<file path="src/rtl/fifo_pkg.sv">
// Shared constants, width helper and count type for the fifo_buffer block.
// Optional error flags are enabled with `define FIFO_ERR_FLAGS_EN.
package fifo_pkg;

    localparam int DEF_DATA_W = 8;
    localparam int DEF_DEPTH  = 8;

    function automatic int clog2(input int n);
        int r;
        r = 0;
        for (int i = 0; i < 31; i++) begin
            if ((1 << i) < n) r = i + 1;
        end
        return r;
    endfunction

    typedef logic [clog2(DEF_DEPTH):0] count_t;

endpackage

</file>
<file path="src/rtl/fifo_buffer_if.sv">
// Write/read strobes and status bundle between fifo_buffer and its user.
// overflow/underflow exist only when FIFO_ERR_FLAGS_EN is defined.
interface fifo_buffer_if
    import fifo_pkg::*;
#(
    parameter int DATA_W = DEF_DATA_W,
    parameter int DEPTH  = DEF_DEPTH
);
    localparam int ADDR_W = clog2(DEPTH);

    logic              wen;
    logic [DATA_W-1:0] wdata;
    logic              ren;
    logic [DATA_W-1:0] rdata;
    logic              empty;
    logic              full;
    logic              almost_full;
    logic [ADDR_W:0]   count;
`ifdef FIFO_ERR_FLAGS_EN
    logic              overflow;
    logic              underflow;
`endif

    modport master (
        output wen, wdata, ren,
        input  rdata, empty, full, almost_full, count
`ifdef FIFO_ERR_FLAGS_EN
        , input overflow, underflow
`endif
    );

    modport slave (
        input  wen, wdata, ren,
        output rdata, empty, full, almost_full, count
`ifdef FIFO_ERR_FLAGS_EN
        , output overflow, underflow
`endif
    );

endinterface

</file>
<file path="src/rtl/fifo_mem.sv">
// DEPTH x DATA_W register array: synchronous write, asynchronous read.
// Contents are never reset; occupancy tracking lives in fifo_buffer.
module fifo_mem #(
    parameter int DATA_W = 8,
    parameter int DEPTH  = 8,
    parameter int ADDR_W = 3
) (
    input  logic              clk_i,
    input  logic              we_i,
    input  logic [ADDR_W-1:0] waddr_i,
    input  logic [DATA_W-1:0] wdata_i,
    input  logic [ADDR_W-1:0] raddr_i,
    output logic [DATA_W-1:0] rdata_o
);

    logic [DATA_W-1:0] mem_q [DEPTH];

    always_ff @(posedge clk_i) begin
        if (we_i) mem_q[waddr_i] <= wdata_i;
    end

    assign rdata_o = mem_q[raddr_i];

endmodule

</file>
<file path="src/rtl/fifo_buffer.sv">
// Circular-buffer FIFO storage with show-ahead head word and count-based status.
// Define FIFO_ERR_FLAGS_EN to add sticky overflow/underflow outputs.
module fifo_buffer
    import fifo_pkg::*;
#(
    parameter int DATA_W   = DEF_DATA_W,
    parameter int DEPTH    = DEF_DEPTH,
    parameter int AF_LEVEL = DEPTH - 1
) (
    input  logic           clk,
    input  logic           rstn,
    fifo_buffer_if.slave   bus
);

    localparam int ADDR_W = clog2(DEPTH);

    typedef logic [ADDR_W:0]   cnt_t;
    typedef logic [ADDR_W-1:0] ptr_t;

    ptr_t wptr_q, wptr_d;
    ptr_t rptr_q, rptr_d;
    cnt_t count_q, count_d;

    logic empty, full;
    logic wr_ok, rd_ok;

    // Status comes from the registered count only, so full/empty are pre-edge.
    assign empty = (count_q == '0);
    assign full  = (count_q == cnt_t'(DEPTH));
    assign wr_ok = bus.wen & ~full;
    assign rd_ok = bus.ren & ~empty;

    always_comb begin
        wptr_d  = wptr_q;
        rptr_d  = rptr_q;
        count_d = count_q;
        if (wr_ok) wptr_d = wptr_q + ptr_t'(1);
        if (rd_ok) rptr_d = rptr_q + ptr_t'(1);
        if (wr_ok && !rd_ok) count_d = count_q + cnt_t'(1);
        else if (rd_ok && !wr_ok) count_d = count_q - cnt_t'(1);
    end

    always_ff @(posedge clk) begin
        if (!rstn) begin
            wptr_q  <= '0;
            rptr_q  <= '0;
            count_q <= '0;
        end else begin
            wptr_q  <= wptr_d;
            rptr_q  <= rptr_d;
            count_q <= count_d;
        end
    end

    fifo_mem #(
        .DATA_W (DATA_W),
        .DEPTH  (DEPTH),
        .ADDR_W (ADDR_W)
    ) u_mem (
        .clk_i   (clk),
        .we_i    (wr_ok & rstn),
        .waddr_i (wptr_q),
        .wdata_i (bus.wdata),
        .raddr_i (rptr_q),
        .rdata_o (bus.rdata)
    );

    assign bus.count       = count_q;
    assign bus.empty       = empty;
    assign bus.full        = full;
    assign bus.almost_full = (count_q >= cnt_t'(AF_LEVEL));

`ifdef FIFO_ERR_FLAGS_EN
    logic ovf_q, ovf_d;
    logic unf_q, unf_d;

    always_comb begin
        ovf_d = ovf_q | (bus.wen & full);
        unf_d = unf_q | (bus.ren & empty);
    end

    always_ff @(posedge clk) begin
        if (!rstn) begin
            ovf_q <= 1'b0;
            unf_q <= 1'b0;
        end else begin
            ovf_q <= ovf_d;
            unf_q <= unf_d;
        end
    end

    assign bus.overflow  = ovf_q;
    assign bus.underflow = unf_q;
`endif

endmodule
</file>
<file path="src/flat_wrapper.sv">
// flat-port wrapper written by rule: the top's interface ports become plain ports
module fifo_buffer_flat import fifo_pkg::*;
#(
    parameter int DATA_W   = DEF_DATA_W,
    parameter int DEPTH    = DEF_DEPTH,
    parameter int AF_LEVEL = DEPTH - 1
)
  (clk, rstn, bus_wen, bus_wdata, bus_ren, bus_rdata, bus_empty, bus_full, bus_almost_full, bus_count);
  fifo_buffer_if #(.DATA_W(DATA_W), .DEPTH(DEPTH)) bus_i ();
  input  logic clk;
  input  logic rstn;
  input wire logic [$bits(bus_i.wen)-1:0] bus_wen;
  input wire logic [$bits(bus_i.wdata)-1:0] bus_wdata;
  input wire logic [$bits(bus_i.ren)-1:0] bus_ren;
  output wire logic [$bits(bus_i.rdata)-1:0] bus_rdata;
  output wire logic [$bits(bus_i.empty)-1:0] bus_empty;
  output wire logic [$bits(bus_i.full)-1:0] bus_full;
  output wire logic [$bits(bus_i.almost_full)-1:0] bus_almost_full;
  output wire logic [$bits(bus_i.count)-1:0] bus_count;
  assign bus_i.wen = bus_wen;
  assign bus_i.wdata = bus_wdata;
  assign bus_i.ren = bus_ren;
  assign bus_rdata = bus_i.rdata;
  assign bus_empty = bus_i.empty;
  assign bus_full = bus_i.full;
  assign bus_almost_full = bus_i.almost_full;
  assign bus_count = bus_i.count;
  fifo_buffer #(.DATA_W(DATA_W), .DEPTH(DEPTH), .AF_LEVEL(AF_LEVEL)) u_core (.clk(clk), .rstn(rstn), .bus(bus_i));
endmodule
</file>
<file path="config.mk">
export PLATFORM = sky130hd
export DESIGN_NAME = fifo_buffer_flat
export DESIGN_NICKNAME = d
export VERILOG_FILES = /design/src/rtl/fifo_pkg.sv /design/src/rtl/fifo_buffer_if.sv /design/src/rtl/fifo_mem.sv /design/src/rtl/fifo_buffer.sv /design/src/flat_wrapper.sv
export SDC_FILE = /design/constraint.sdc
export NUM_CORES = 1
export LEC_CHECK = 0
export ABC_CLOCK_PERIOD_IN_PS = 2800
export BUFFER_PORTS_ARGS = -buffer_cell sky130_fd_sc_hd__buf_2
export CAP_MARGIN = 20
export CORE_ASPECT_RATIO = 1.1
export CORE_UTILIZATION = 25
export DETAILED_ROUTE_END_ITERATION = 16
export PLACE_DENSITY = 0.51
export SLEW_MARGIN = 20
export SYNTH_ARGS = -nofsm -noshare
export SYNTH_HDL_FRONTEND = slang
export SYNTH_SLANG_ARGS = --single-unit
</file>
<file path="constraint.sdc">
create_clock -name clk -period 2.8 [get_ports clk]
set_clock_uncertainty 0.1 [all_clocks]
set_input_delay 0.14 -clock clk [delete_from_list [all_inputs] [get_ports clk]]
set_output_delay 0.14 -clock clk [all_outputs]
set_load 0.03 [all_outputs]
</file>
== Word-level counts from Yosys, hierarchy flattened ==
Memory sizes are Yosys's and may differ from the RTL's. A register that Yosys moved wholly into a read port is not among the register bits.
Cells that the tools add are included.
Operators by class
  $add $sub $neg: 4
  magnitude comparators: 1
  equal/unequal tests: 1
  multiplexer cells: 6
  bitwise operators: 5
  reduce and logical (&&, ||, !) cells: 6
Operator list (number)
  $mux 4: 2
  $add 3x1->3 const B: 2
  $mux 3: 2
  $add 4x1->4 const B: 1
  $eq 4x4->1 const B: 1
  $ge 4x3->1 const B: 1
  $logic_not 4->1: 1
  $sub 4x1->4 const B: 1
  $and 1x1->1: 3
  $logic_and 1x1->1: 2
  $logic_not 1->1: 2
  $mux 1: 2
  $not 1->1: 2
  $reduce_bool 2->1: 1
Word-level totals
  register bits after elaboration: 10
  RAM bits: 64
  input bits: 12
  word-level logic and storage cells: 27
  memories kept: 1
Memory list
  u_core.u_mem.mem_q: words 8, width 8, read ports 1, clocked after Yosys merged registers in 1, write ports 1, line fifo_mem.sv:16  | logic [DATA_W-1:0] mem_q [DEPTH];

== Logic depth before layout (Yosys ltp) ==
  depth in word-level cells: 7
  depth in mapped cells: 9

== By module ==
From an unflattened synthesis, not the netlist that was laid out.
Second synthesis, totals
  cell total of the unflattened synthesis: 165
  area, all modules: 3119.2 um^2
Modules (own cells, without submodules)
  fifo_mem: instances 1, cells each 106, area each 2531.2 um^2
  fifo_buffer: instances 1, cells each 59, area each 588.1 um^2

== Worst setup path after synthesis ==
Ideal clock, no wire load.
  path type: register to register
  start: register u_core.count_q[0] (netlist: u_core.bus.count[0])
  end: register u_core.count_q[3] (netlist: u_core.bus.count[3])
  setup time: 72 ps
  data arrival time: 2282 ps
  setup slack: 346 ps
  cell stages (with the launch flop): 10
  path buffers: 0
  clock period less this slack: 2454 ps
  path through: dfxtp_1 > nor3_1 > a21boi_2 > ha_1 > inv_1 > ha_1 > a21oi_1 > a211oi_1 > a31oi_1 > mux2i_1
On the way
  word-level cells in the longest chain between the ends: 6
  elaborated cells on any way between the ends: 15
  classes of those cells: add/sub: 2; eq/ne: 1; mux: 2; bitwise: 4; reduce/logical: 6
RTL lines
  from (decl): line fifo_buffer.sv:22  | cnt_t count_q, count_d;
  from (signal assigned): line fifo_buffer.sv:51  | count_q <= count_d;
  $eq 4x4->1 *: line fifo_buffer.sv:29  | assign full = (count_q == cnt_t'(DEPTH));
  $not 1->1 *: line fifo_buffer.sv:30  | assign wr_ok = bus.wen & ~full;
  $and 1x1->1 *: line fifo_buffer.sv:30
  named net u_core.wr_ok: line fifo_buffer.sv:25  | logic wr_ok, rd_ok;
  $logic_not 1->1: line fifo_buffer.sv:40  | else if (rd_ok && !wr_ok) count_d = count_q - cnt_t'(1);
  $logic_and 1x1->1: line fifo_buffer.sv:40
  $reduce_bool 2->1 (no line)
The timed path passes the listed nets; every way through them passes the cells marked *. The select of a mux whose other input is x is not followed.
A chain may end at the register's enable or synchronous reset.

== Final worst setup path ==
Same ends and word-level chain as after synthesis.

==> qor.csv <==
metric,value,unit
run status,finished clean,
number of CTS-inserted buffers,9,
fill cell total of the finished layout,1211,
placement-stage cell area,3511,um2
part of the total power dissipated in sequential elements,40.8,%
combinational power share,27.0,%
simple-gate share of the synthesized area,5.378,%
Worst setup SP type,register,
Area Growth Syn to Fin,22.38,%
count of endpoints failing hold in the final timing report,0,
fraction of registers with async set or reset after synthesis,0,%
reg2reg end,u_core.bus.count[3],
"Non-Filler Cell Area, Final",3872,um2
Max Buffers Root-to-Sink,2,
final-layout worst hold slack,0.08651,ns
violation count after the first detailed-routing iteration,51,
total count of max-transition violations in the final report,0,
Total Power Consumption,3.413,mW
initial standard-cell utilization of the core,25.95,%
via count of the first global-routing pass,1581,
unique cell type count in the Yosys netlist,32,
drt wl/cell,15.43,um
Compound-Gate Fraction of Synth Area,2.491,%
number of standard cells after synthesis,166,
detail-routed via count per cell,4.223,
Worst Max-Slew Pin Slew,0.5031,ns
Area contributors post-synth,"edfxtp_1, mux4_1, dfxtp_1",
share of synthesized area spent on multiplexers,17.60,%
"number of placed instances, taps included",349,
CTS tree,done,
timing-limited maximum frequency,401.8,MHz
leakage dissipation,1.361,nW
setup repair after global routing missed its margin,no,
number of synthesized register bits,77,
total wire length,5740,um
FP Rows,42,
length in cells of the worst reg-to-reg path,9,
Clock power frac,32.2,%
maximum number of pins on one net before global-route repair,17,
area share of the largest cell type after synthesis,60.74,%
worst endpoint required time,2.96,ns
Tmin final,2.489,ns
main combinational cell family by area after synthesis,multiplexers,
number of detailed-routing iterations run before antenna repair,4,
Sum Neg Setup Slack,0,ns
Syn Area/Cell,19.06,um2
final layout net count,232,
final weighted congestion in routability-driven placement,0.6873,
antenna violations before repair,0,
count of synthesis-stage warnings from yosys,0,
xor and xnor area share after synthesis,1.107,%
ANT cells,0,
area enclosed by the die boundary,13110,um2
total setup violations reported at the end of the flow,0,
Die Height,120.0,um
Register-to-Register Setup Slack,0.31,ns
overflow left after global routing,0,
post-route antenna net violation count,0,
overall via count from detail_route,1571,
count of maximum capacitance violations,0,
register area,2182,um2
Worst-path clk slew,0.06,ns
switch share,29.19,%
Clock H-tree levels,3,
area used by multi-input combinational logic,923.4,um2
total setup buffers inserted after CTS,0,
number of instances on the worst hold path,2,
fin crit share,88.89,%
final cell count without fillers,372,
Hold Crit Endpoint,u_core.wptr_q[0],
power spent charging and discharging nets,996.1,uW
power per unit of standard cell area,881.3,nW/um2
top_reg_cell synth,edfxtp_1,
IR Drop Worst-Case VDD,0.0005727,V
synthesized cell area,3164,um2
number of synthesized flops with an enable pin,64,
CP endpoint kind,register,
I/O Buffers,26,
global-route wire length before repair,8776,um
worst-case headroom to the max-slew limit,66.41,%
r2r startpoint,u_core.bus.count[0],
clock net sink count,77,
Adder-Cell Fraction of Synth Area,2.610,%
clock latency on the worst-skew pair,0.33,ns
most area-hungry cell type in the Yosys netlist,edfxtp_1,
maximum fanout encountered on the critical timing path,8,
Hold Path Origin,rstn,
total I/O pin count,27,
Std-Cell Core Area,12190,um2
data arrival at the endpoint of the critical path,2.65,ns
Post-Syn Nets,184,
top cell types by occurrence after synthesis,"edfxtp_1, mux4_1, dfxtp_1, mux2_2, nor3_1",
internal power component,2.417,mW
number of remaining DRC errors,0,
post-detailed-placement half-perimeter wirelength,3439,um
root buf cell,clkbuf_16,
GRT Overall Usage,9.646,%
most frequently used cell type in the post-synthesis netlist,edfxtp_1,
WS Path Type,reg2reg,
horizontal die dimension,109.3,um
fraction of final layout cells with drive strength greater than 1,28.44,%
worst min-delay path category,in2reg,
fraction of the yosys area taken by sequential cells,68.96,%
-- routing by layer --
metal / share of wire (%) / track usage [%] / vias to the layer above
met5: 0 / 0 / -
met4: 1.3 / 4.250 / 0
met3: 4.0 / 3.911 / 5
met2: 48 / 14.70 / 28
met1: 47 / 11.92 / 772
li1: - / - / 766
-- power by group through the flow --
stage | Clock [mW] | Sequential (mW) | Combinational, mW
2_1_floorplan | 0 | 1.44 | 0.716
3_3_place_gp | 0 | 1.41 | 0.932
3_5_place_dp | 0 | 1.42 | 0.929
4_1_cts | 1.13 | 1.39 | 0.943
5_1_grt | 1.18 | 1.40 | 1.00
6_report | 1.10 | 1.39 | 0.921
-- layout make-up --
cell class	count	area share (%)
flip-flops and latches	77	56.35
repair buffers	44	7.367
well taps	154	4.976
clock buffers	10	5.913
clock inverters	5	1.357
multi-input cells	80	23.84
inverters	2	0.1939
-- cell usage in the layout, fill, tap and decap left out, types with 5 or more instances in the layout --
| master | n |
|---|---|
| buf_2 | 26 |
| dfxtp_1 | 13 |
| mux2_2 | 8 |
| edfxtp_1 | 64 |
| buf_4 | 10 |
| dlygate4sd3_1 | 8 |
| nand2_1 | 6 |
| nor3_1 | 7 |
| clkbuf_16 | 9 |
| mux2i_1 | 5 |
| and2_1 | 6 |
| mux4_1 | 15 |
| ha_1 | 5 |
-- worst max-delay path, stage by stage, from the launching register on --
cell and delay, ns:
dfxtp_1 0.57, nor3_1 0.14, a21boi_2 0.30, ha_1 0.22, inv_1 0.09, ha_1 0.32
a21oi_1 0.21, a211oi_1 0.10, a31oi_1 0.19, mux2i_1 0.19
-- metrics by stage --
step                      worst slack [ns]  utilization [%]
after global routing                0.1111            31.76
after detailed placement            0.3166            28.80
final                               0.3110            31.76
after CTS                           0.3035            31.76
after global placement              0.3725            28.80
after floorplan                     0.3462                -
-- cells by family after synthesis --
kind of cell,after synthesis
DFF,77
and+or+nand+nor,33
muxes,29
buffers and inverters,9
AOI/OAI and AO/OA,8
adders and majority gates,6
xor gates and xnor gates,4
-- sequential cells by signal, summed over array words and instances (netlist names), named ones only --
name	cells
u_core.u_mem.mem_q	64
u_core.bus.count	4
u_core.wptr_q	3
u_core.rptr_q	3
-- worst max-delay path by stage --
stage	endpoint	startpoint	cells past startpoint	slack, ns
6_report	u_core.bus.count[3]	u_core.bus.count[0]	9	0.31
5_1_grt	u_core.bus.count[3]	u_core.bus.count[0]	9	0.11
4_1_cts	u_core.bus.count[3]	u_core.bus.count[0]	9	0.30
3_5_place_dp	u_core.bus.count[3]	u_core.bus.count[0]	9	0.32
3_3_place_gp	u_core.bus.count[3]	u_core.bus.count[0]	9	0.37
2_1_floorplan	u_core.bus.count[3]	u_core.bus.count[0]	9	0.35
-- repair_timing --
item                      in CTS  in global routing
gates resized for setup        0                  0
hold endpoints to repair      64                  0
hold buffers                   8                  0
(Power assumes the default switching activity.)
